--- src/rtl/ternary_word_accumulator_if.sv ---
// Operand/result bundle of the ternary word accumulator.
// The master drives operands in and observes the accumulator. The slave is the accumulator itself.
interface ternary_word_accumulator_if #(
  parameter int N_TRITS = 4,
  parameter int CNT_W   = 8
);
  logic                   in_valid;
  logic                   in_ready;
  logic [1:0]             op;
  logic [2*N_TRITS-1:0]   in_word;
  logic [2*N_TRITS-1:0]   acc_word;
  logic [1:0]             carry_trit;
  logic                   out_valid;
  logic                   err;
  logic [CNT_W-1:0]       op_count;

  modport master (
    output in_valid, op, in_word,
    input  in_ready, acc_word, carry_trit, out_valid, err, op_count
  );

  modport slave (
    input  in_valid, op, in_word,
    output in_ready, acc_word, carry_trit, out_valid, err, op_count
  );
endinterface

--- src/rtl/ternary_word_accumulator.sv ---
// Balanced-ternary accumulator: LOAD/ADD/SUB/CLEAR on a wrapped signed register.
// Trit codes are 01 = -1, 11 = 0, 10 = +1, and 00 = illegal.
// The accumulator is held in binary. It is re-encoded to trits combinationally from the register.
module ternary_word_accumulator #(
  parameter int N_TRITS = 4,
  parameter int CNT_W   = 8
) (
  input  logic clk,
  input  logic rst,
  ternary_word_accumulator_if.slave bus
);

  function automatic int pow3(input int n);
    int p;
    p = 1;
    for (int k = 0; k < n; k++) p = p * 3;
    return p;
  endfunction

  localparam int P3    = pow3(N_TRITS);
  localparam int R     = (P3 - 1) / 2;
  // Holds 3R comfortably. The signed span is at most 2R, for example acc = R plus v = R.
  localparam int ACC_W = $clog2(3 * R + 1) + 1;

  typedef logic signed [ACC_W-1:0] acc_t;

  localparam logic [1:0] OP_LOAD  = 2'b00;
  localparam logic [1:0] OP_ADD   = 2'b01;
  localparam logic [1:0] OP_SUB   = 2'b10;
  localparam logic [1:0] OP_CLEAR = 2'b11;

  localparam logic [1:0] T_NEG  = 2'b01;
  localparam logic [1:0] T_ZERO = 2'b11;
  localparam logic [1:0] T_POS  = 2'b10;

  localparam logic [ACC_W-1:0] THREE = ACC_W'(3);

  acc_t             acc_q, acc_d;
  logic [1:0]       carry_q, carry_d;
  logic             out_valid_q, out_valid_d;
  logic             err_q, err_d;
  logic [CNT_W-1:0] cnt_q, cnt_d;
  logic             ready_q, ready_d;

  acc_t                 v_dec;
  logic                 illegal;
  acc_t                 sum;
  logic                 accept;
  logic [ACC_W-1:0]     u_enc;
  logic [2*N_TRITS-1:0] word_enc;

  assign accept = bus.in_valid & ready_q;

  // Decode the operand trits to a signed value, and flag any illegal code.
  always_comb begin
    v_dec   = '0;
    illegal = 1'b0;
    for (int i = 0; i < N_TRITS; i++) begin
      case (bus.in_word[2*i +: 2])
        T_POS:   v_dec = v_dec + acc_t'(pow3(i));
        T_NEG:   v_dec = v_dec - acc_t'(pow3(i));
        T_ZERO:  ;
        default: illegal = 1'b1;
      endcase
    end
  end

  // Encode the register as trits. Offsetting by R gives a plain base-3 number, and each digit minus 1 is the trit.
  always_comb begin
    u_enc    = $unsigned(acc_q) + ACC_W'(R);
    word_enc = '0;
    for (int i = 0; i < N_TRITS; i++) begin
      case (u_enc % THREE)
        ACC_W'(0): word_enc[2*i +: 2] = T_NEG;
        ACC_W'(1): word_enc[2*i +: 2] = T_ZERO;
        default:   word_enc[2*i +: 2] = T_POS;
      endcase
      u_enc = u_enc / THREE;
    end
  end

  assign sum = (bus.op == OP_SUB) ? (acc_q - v_dec) : (acc_q + v_dec);

  // Compute the next state for an accepted op. In_ready drops for one cycle after a CLEAR.
  always_comb begin
    acc_d       = acc_q;
    carry_d     = carry_q;
    out_valid_d = 1'b0;
    err_d       = err_q;
    cnt_d       = cnt_q;
    ready_d     = 1'b1;
    if (accept) begin
      if (bus.op == OP_CLEAR) begin
        acc_d       = '0;
        carry_d     = T_ZERO;
        err_d       = 1'b0;
        cnt_d       = '0;
        out_valid_d = 1'b1;
        ready_d     = 1'b0;
      end else if (illegal) begin
        err_d = 1'b1;
      end else begin
        out_valid_d = 1'b1;
        cnt_d       = cnt_q + 1'b1;
        if (bus.op == OP_LOAD) begin
          acc_d   = v_dec;
          carry_d = T_ZERO;
        end else if (sum > acc_t'(R)) begin
          acc_d   = sum - acc_t'(P3);
          carry_d = T_POS;
        end else if (sum < -acc_t'(R)) begin
          acc_d   = sum + acc_t'(P3);
          carry_d = T_NEG;
        end else begin
          acc_d   = sum;
          carry_d = T_ZERO;
        end
      end
    end
  end

  // State registers. Reset takes effect immediately, and in_ready stays low until the first edge after reset.
  always_ff @(posedge clk or posedge rst) begin
    if (rst) begin
      acc_q       <= '0;
      carry_q     <= T_ZERO;
      out_valid_q <= 1'b0;
      err_q       <= 1'b0;
      cnt_q       <= '0;
      ready_q     <= 1'b0;
    end else begin
      acc_q       <= acc_d;
      carry_q     <= carry_d;
      out_valid_q <= out_valid_d;
      err_q       <= err_d;
      cnt_q       <= cnt_d;
      ready_q     <= ready_d;
    end
  end

  assign bus.in_ready   = ready_q;
  assign bus.acc_word   = word_enc;
  assign bus.carry_trit = carry_q;
  assign bus.out_valid  = out_valid_q;
  assign bus.err        = err_q;
  assign bus.op_count   = cnt_q;

endmodule

--- src/flat_wrapper.sv ---
// flat-port wrapper written by rule: the top's interface ports become plain ports
module ternary_word_accumulator_flat 
#(
  parameter int N_TRITS = 4,
  parameter int CNT_W   = 8
)
  (clk, rst, bus_in_valid, bus_op, bus_in_word, bus_in_ready, bus_acc_word, bus_carry_trit, bus_out_valid, bus_err, bus_op_count);
  ternary_word_accumulator_if #(.N_TRITS(N_TRITS), .CNT_W(CNT_W)) bus_i ();
  input  logic clk;
  input  logic rst;
  input wire logic [$bits(bus_i.in_valid)-1:0] bus_in_valid;
  input wire logic [$bits(bus_i.op)-1:0] bus_op;
  input wire logic [$bits(bus_i.in_word)-1:0] bus_in_word;
  output wire logic [$bits(bus_i.in_ready)-1:0] bus_in_ready;
  output wire logic [$bits(bus_i.acc_word)-1:0] bus_acc_word;
  output wire logic [$bits(bus_i.carry_trit)-1:0] bus_carry_trit;
  output wire logic [$bits(bus_i.out_valid)-1:0] bus_out_valid;
  output wire logic [$bits(bus_i.err)-1:0] bus_err;
  output wire logic [$bits(bus_i.op_count)-1:0] bus_op_count;
  assign bus_i.in_valid = bus_in_valid;
  assign bus_i.op = bus_op;
  assign bus_i.in_word = bus_in_word;
  assign bus_in_ready = bus_i.in_ready;
  assign bus_acc_word = bus_i.acc_word;
  assign bus_carry_trit = bus_i.carry_trit;
  assign bus_out_valid = bus_i.out_valid;
  assign bus_err = bus_i.err;
  assign bus_op_count = bus_i.op_count;
  ternary_word_accumulator #(.N_TRITS(N_TRITS), .CNT_W(CNT_W)) u_core (.clk(clk), .rst(rst), .bus(bus_i));
endmodule
--- config.mk ---
export PLATFORM = sky130hd
export DESIGN_NAME = ternary_word_accumulator_flat
export DESIGN_NICKNAME = d
export VERILOG_FILES = /design/src/rtl/ternary_word_accumulator_if.sv /design/src/rtl/ternary_word_accumulator.sv /design/src/flat_wrapper.sv
export SDC_FILE = /design/constraint.sdc
export NUM_CORES = 1
export LEC_CHECK = 0
export CAP_MARGIN = 20
export CORE_MARGIN = 4
export CORE_UTILIZATION = 55
export CTS_CLUSTER_SIZE = 8
export DETAILED_ROUTE_END_ITERATION = 8
export GPL_TIMING_DRIVEN = 1
export HOLD_SLACK_MARGIN = 0.15
export PLACE_DENSITY_LB_ADDON = 0.15
export SLEW_MARGIN = 20
export SYNTH_ARGS = -nofsm -noshare
export SYNTH_HDL_FRONTEND = slang
export SYNTH_SLANG_ARGS = --single-unit
export TNS_END_PERCENT = 5
--- constraint.sdc ---
create_clock -name clk -period 20.9 [get_ports clk]
set_clock_uncertainty 0.1 [all_clocks]
set_input_delay 2.09 -clock clk [delete_from_list [all_inputs] [get_ports clk]]
set_output_delay 2.09 -clock clk [all_outputs]
set_load 0.01 [all_outputs]
==> out/metrics.cfg, run 1 <==
[hold_path]
hold_depth = 1
hold_start = u_core.bus.carry_trit[0]
holdPathEnd = u_core.bus.carry_trit[0]
holdCritPathClass = flop to flop

[synth]
syn-cell-area_sq_mm = 0.00644
synth_most_common_cell = nand2_1
synth_top_area_share_pct = 9.90
synth_cells = 871
post_synth_num_cell_types = 114
ys_ff_latch = 21
syn_area_per_cell_sq_um = 7.40
ys_seq_area_share_pct = 8.19
synth-edff-count = 0
synth_area_leaders = ha_1 9.9%, dfrtp_1 7.4%, xnor2_1 5.0%, nand2_1 4.8%, nor2_1 4.5%
syn_nets = 940
ys.flop_type = dfrtp_1
async_reset_ff_share_pct = 100
synth_common_cells = 83 x nand2_1, 77 x nor2_1, 61 x inv_1
yosysWarnings = 0
synth_area_leader_cell = ha_1

[grt]
grt_pass1_vias = 6179
grt_pass1_wl_um = 29400
antenna_found_initial = 0
gr-total-overflow = 0
grt_usage_pct = 25.5
grt_max_degree = 33

[sta]
tns_ns = 0
setup-violations-final = 0
fin_crit_ns = 15.63
fin_ws_ns = 5.27
relSlewSlack_pct = 35.8
rsz0062_at_grt = false
max_freq_mhz = 64.0
hold_viol = 0
max_slew.worst_pin.slew_ns = 0.964
slew_violations = 0
fin_crit_sh_pct = 74.8

[die]
fp.dieArea_sq_mm = 0.0135
io_pins = 34
core-area_sq_mm = 0.0115
initial_core_util_pct = 56.2
fp.dieW_um = 116
die_h_um = 116
rows = 39

[drt]
dr_total_vias = 6514
routed_via_density = 6.45
met1_length_um = 8050
wl_met2_um = 7590
drtIter0Drc = 621
dr.pass1.iters = 5
wl_um = 16900
top_layer = met4
dr_wl_met3_um = 1030
wl_per_cell_um = 16.7
drtAntennaViolNets = 0
post-route-drc-count = 0

[finish]
num_antenna_cells = 0
fillers = 1088
ff_latch_area_sq_um = 528
nNetsFinal = 937
layout.cells.non_filler = 1010
multiInputGateArea_sq_mm = 0.00540
final_util_pct = 59.1
drive_gt1_share_pct = 8.77
synthToLayoutAreaGrowth_pct = 5.20

[cts]
clock_sink_count = 21
root_buffer = clkbuf_16
clock_latency_ns = 0.25
numCtsBuffers = 3
clockBufferDepth = 2
clk_pin_slew_ns = 0.06
hold_buffers = 0
cts-htree-levels = 1
cts_tree = done
postCtsSetupRepairBufs = 0
post_cts_resized = 0

[critical_path]
r2r-end = u_core.acc_q[4]
cpPeakStageDelay_ns = 0.69
critPathArrivalTime_ns = 13.44
regToRegStartpoint = u_core.acc_q[2]
cp-startpoint = u_core.acc_q[4]
slowest_stage = ha_1
crit_type = flop to output pin
startpoint_type = flop
crit_path_frequent_cell = ha_1
r2r_slack_ns = 16.90
end_kind = output pin
r2r_cells = 15
critPathMaxFanout = 23
required_ns = 18.71

[place]
place_ws_ns = 5.73
gp_congestion = 0.940
dp.cells = 1006
hpwlAfterDp_um = 13300
port-buffer-count = 33

[outcome]
status = completed

[flow_run]
max_cap_violations = 0

==> kinds of logic (layout without fill, tap and decap cells) <==
group | after synthesis | after routing | share of synthesized area (%)
muxes | 26 | 26 | 4.27
buffers and inverters | 108 | 104 | 7.96
and+or+nand+nor | 323 | 323 | 25.9
adders and majority gates | 56 | 56 | 11.5
DFF | 21 | 21 | 8.19
xor gates and xnor gates | 63 | 63 | 9.30
AOI/OAI and AO/OA | 274 | 274 | 32.9
==> final cells by class <==
class                   instances  area share, %
inverters                      65           3.60
multi-input cells             742           79.7
flip-flops and latches         21           7.79
repair buffers                 35           5.09
well taps                     143           2.64
clock inverters                 1         0.0738
clock buffers                   3           1.11
==> critical path, delay by kind of cell, from the launching register on <==
kind                     cells  cell delay [ns]
flip-flops                   1             0.58
XOR/XNOR                     3             0.91
AO/OA/AOI/OAI               13             2.85
buffers and inverters        7             1.52
AND/OR/NAND/NOR             17             3.90
adder cells (fa/ha/maj)      9             3.36
==> worst max-delay path by stage <==
stage                            endpoint  depth (start not counted)
final                     bus_acc_word[6]                         49
after global routing      bus_acc_word[6]                         49
after CTS                 bus_acc_word[6]                         49
after detailed placement  bus_acc_word[6]                         49
after global placement    bus_acc_word[6]                         49
after floorplan           bus_acc_word[6]                         54
==> cells in the final DEF, fill, tap and decap left out, drive strengths merged, types with 6 or more instances in the layout <==
cell / instances
or2: 7
o21a: 7
nor2b: 15
clkdlybuf4s50: 33
o211ai: 6
mux2i: 17
a221oi: 6
nand2b: 14
mux2: 9
inv: 64
and2: 8
o21ai: 63
xor2: 22
nor3: 19
nor4: 9
ha: 51
nor2: 79
o22ai: 17
and3: 15
a31oi: 19
nand2: 85
a21o: 18
xnor2: 40
o221ai: 6
dfrtp: 19
nand4: 10
or3: 7
nand3: 28
a21oi: 46
a211oi: 14
==> registers in the layout, indices dropped and copies added, names as in the netlist <==
signal and count:
u_core.bus.out_valid 1, u_core.bus.carry_trit 2, u_core.bus.in_ready 1, u_core.acc_q 8, u_core.bus.op_count 8, u_core.bus.err 1
==> per-stage QoR <==
stage          hold WS (ns)  instance area (sq um)
2_1_floorplan         0.420                   6440
3_3_place_gp          0.392                   6700
3_5_place_dp          0.408                   6700
4_1_cts               0.418                   6780
5_1_grt               0.438                   6780
6_report              0.416                   6780
==> routing by layer <==
layer | vias to the layer above | global-route usage [%]
met5 | - | 0
met3 | 25 | 3.37
met1 | 3049 | 36.8
li1 | 3207 | -
met4 | 0 | 4.02
met2 | 233 | 41.5
Power of run 1 is not shown: default switching activity piles up to over one toggle a cycle in this logic, so the estimate is an artifact.
==> run 2: changes to the inputs <==
- clock period: 20.9 -> 12.65 ns (I/O delays scaled with it)
==> out/metrics.cfg, run 2 (synthesis results as in run 1) <==
[drt]
dr_total_vias = 6751
drtIter0Drc = 692
routed_via_density = 6.49
dr.pass1.iters = 5
wl_per_cell_um = 17.0
drtAntennaViolNets = 0
wl_um = 17700
post-route-drc-count = 0

[place]
dpl_cell_area_sq_mm = 0.00686
hpwlAfterDp_um = 13800
gp_congestion = 1.00
port-buffer-count = 33
dp.cells = 1027

[grt]
antenna_found_initial = 0
gr-total-overflow = 0
grt_max_degree = 22
grt_pass1_wl_um = 29200
grt_pass1_vias = 6252
grt_usage_pct = 25.5

[flow_run]
max_cap_violations = 0

[die]
rows = 39
die_h_um = 116
io_pins = 34
initial_core_util_pct = 56.2
fp.dieArea_sq_mm = 0.0135
fp.dieW_um = 116
core-area_sq_mm = 0.0115

[critical_path]
critPathArrivalTime_ns = 10.64
cpPeakStageDelay_ns = 0.53
required_ns = 11.28
end_kind = output pin
critPathMaxFanout = 16
startpoint_type = flop
path_buf_inv = 6
slowest_stage = clkdlybuf4s50_1
crit_type = flop to output pin
cp_top_family = compound AO/OA/AOI/OAI gates

[finish]
final_area_sq_mm = 0.00713
final_common_cell = nand2_1
drive_gt1_share_pct = 14.3
final_util_pct = 62.2
num_antenna_cells = 0
synthToLayoutAreaGrowth_pct = 10.6
layout_common_cells = 83 x nand2_1, 77 x nor2_1, 61 x inv_1, 54 x o21ai_0
nNetsFinal = 967
layout.cells.non_filler = 1040

[cts]
root_buffer = clkbuf_16
hold_buffers = 0
clockBufferDepth = 2
clock_latency_ns = 0.25
cts-htree-levels = 1
numCtsBuffers = 3
clock_sink_count = 21
cts_tree = done
clk_pin_slew_ns = 0.06

[sta]
relSlewSlack_pct = 34.9
fin_crit_sh_pct = 94.9
max_freq_mhz = 83.3
slew_violations = 0
hold_ws_ns = 0.414
fin_crit_ns = 12.00
hold_viol = 0
max_slew.worst_pin.slew_ns = 0.974
setup-violations-final = 0

[outcome]
status = completed

[hold_path]
holdCritPathClass = flop to flop

==> run 2: what timing repair did <==
action | in CTS | in global routing
pin swaps | 0 | 9
endpoints found under the setup margin | 2 | 4
setup buffers | 0 | 9
resized for setup | 6 | 22
==> run 2: layout make-up <==
type	count	area, sq um
fillers	1024	4340
repair buffers	65	571
well taps	143	179
clock inverters	1	5.00
clock buffers	3	75.1
multi-input cells	742	5520
flip-flops and latches	21	533
inverters	65	244
==> run 2: per-layer routing <==
layer / vias to the layer above / part of all wire, % / track usage (%)
li1: 3272 / - / -
met1: 3169 / 46 / 35.7
met2: 281 / 46 / 42.6
met3: 29 / 7.0 / 3.58
met4: 0 / 1.2 / 4.10
met5: - / 0 / 0
==> run 2: path summary, 6_finish.rpt <==
kind	from	endpoint	slack, ns	cells past startpoint
setup / recovery	u_core.acc_q[3]	bus_acc_word[6]	0.65	49
hold / removal	u_core.bus.carry_trit[1]	u_core.bus.carry_trit[1]	0.41	1
setup reg to reg	u_core.acc_q[2]	u_core.acc_q[6]	8.79	15
hold reg to reg	u_core.bus.carry_trit[1]	u_core.bus.carry_trit[1]	0.41	1
max in group asynchronous	rst	u_core.acc_q[6]	10.54	2
min in group asynchronous	rst	u_core.bus.op_count[7]	1.36	2
==> run 2: per-stage QoR <==
stage          setup WS, ns  TNS (ns)
2_1_floorplan         0.591         0
3_3_place_gp          0.533         0
3_5_place_dp         -0.205    -0.313
4_1_cts              0.0165         0
5_1_grt             -0.0467   -0.0633
6_report              0.647         0
Power of run 2 is left out for the same reason.
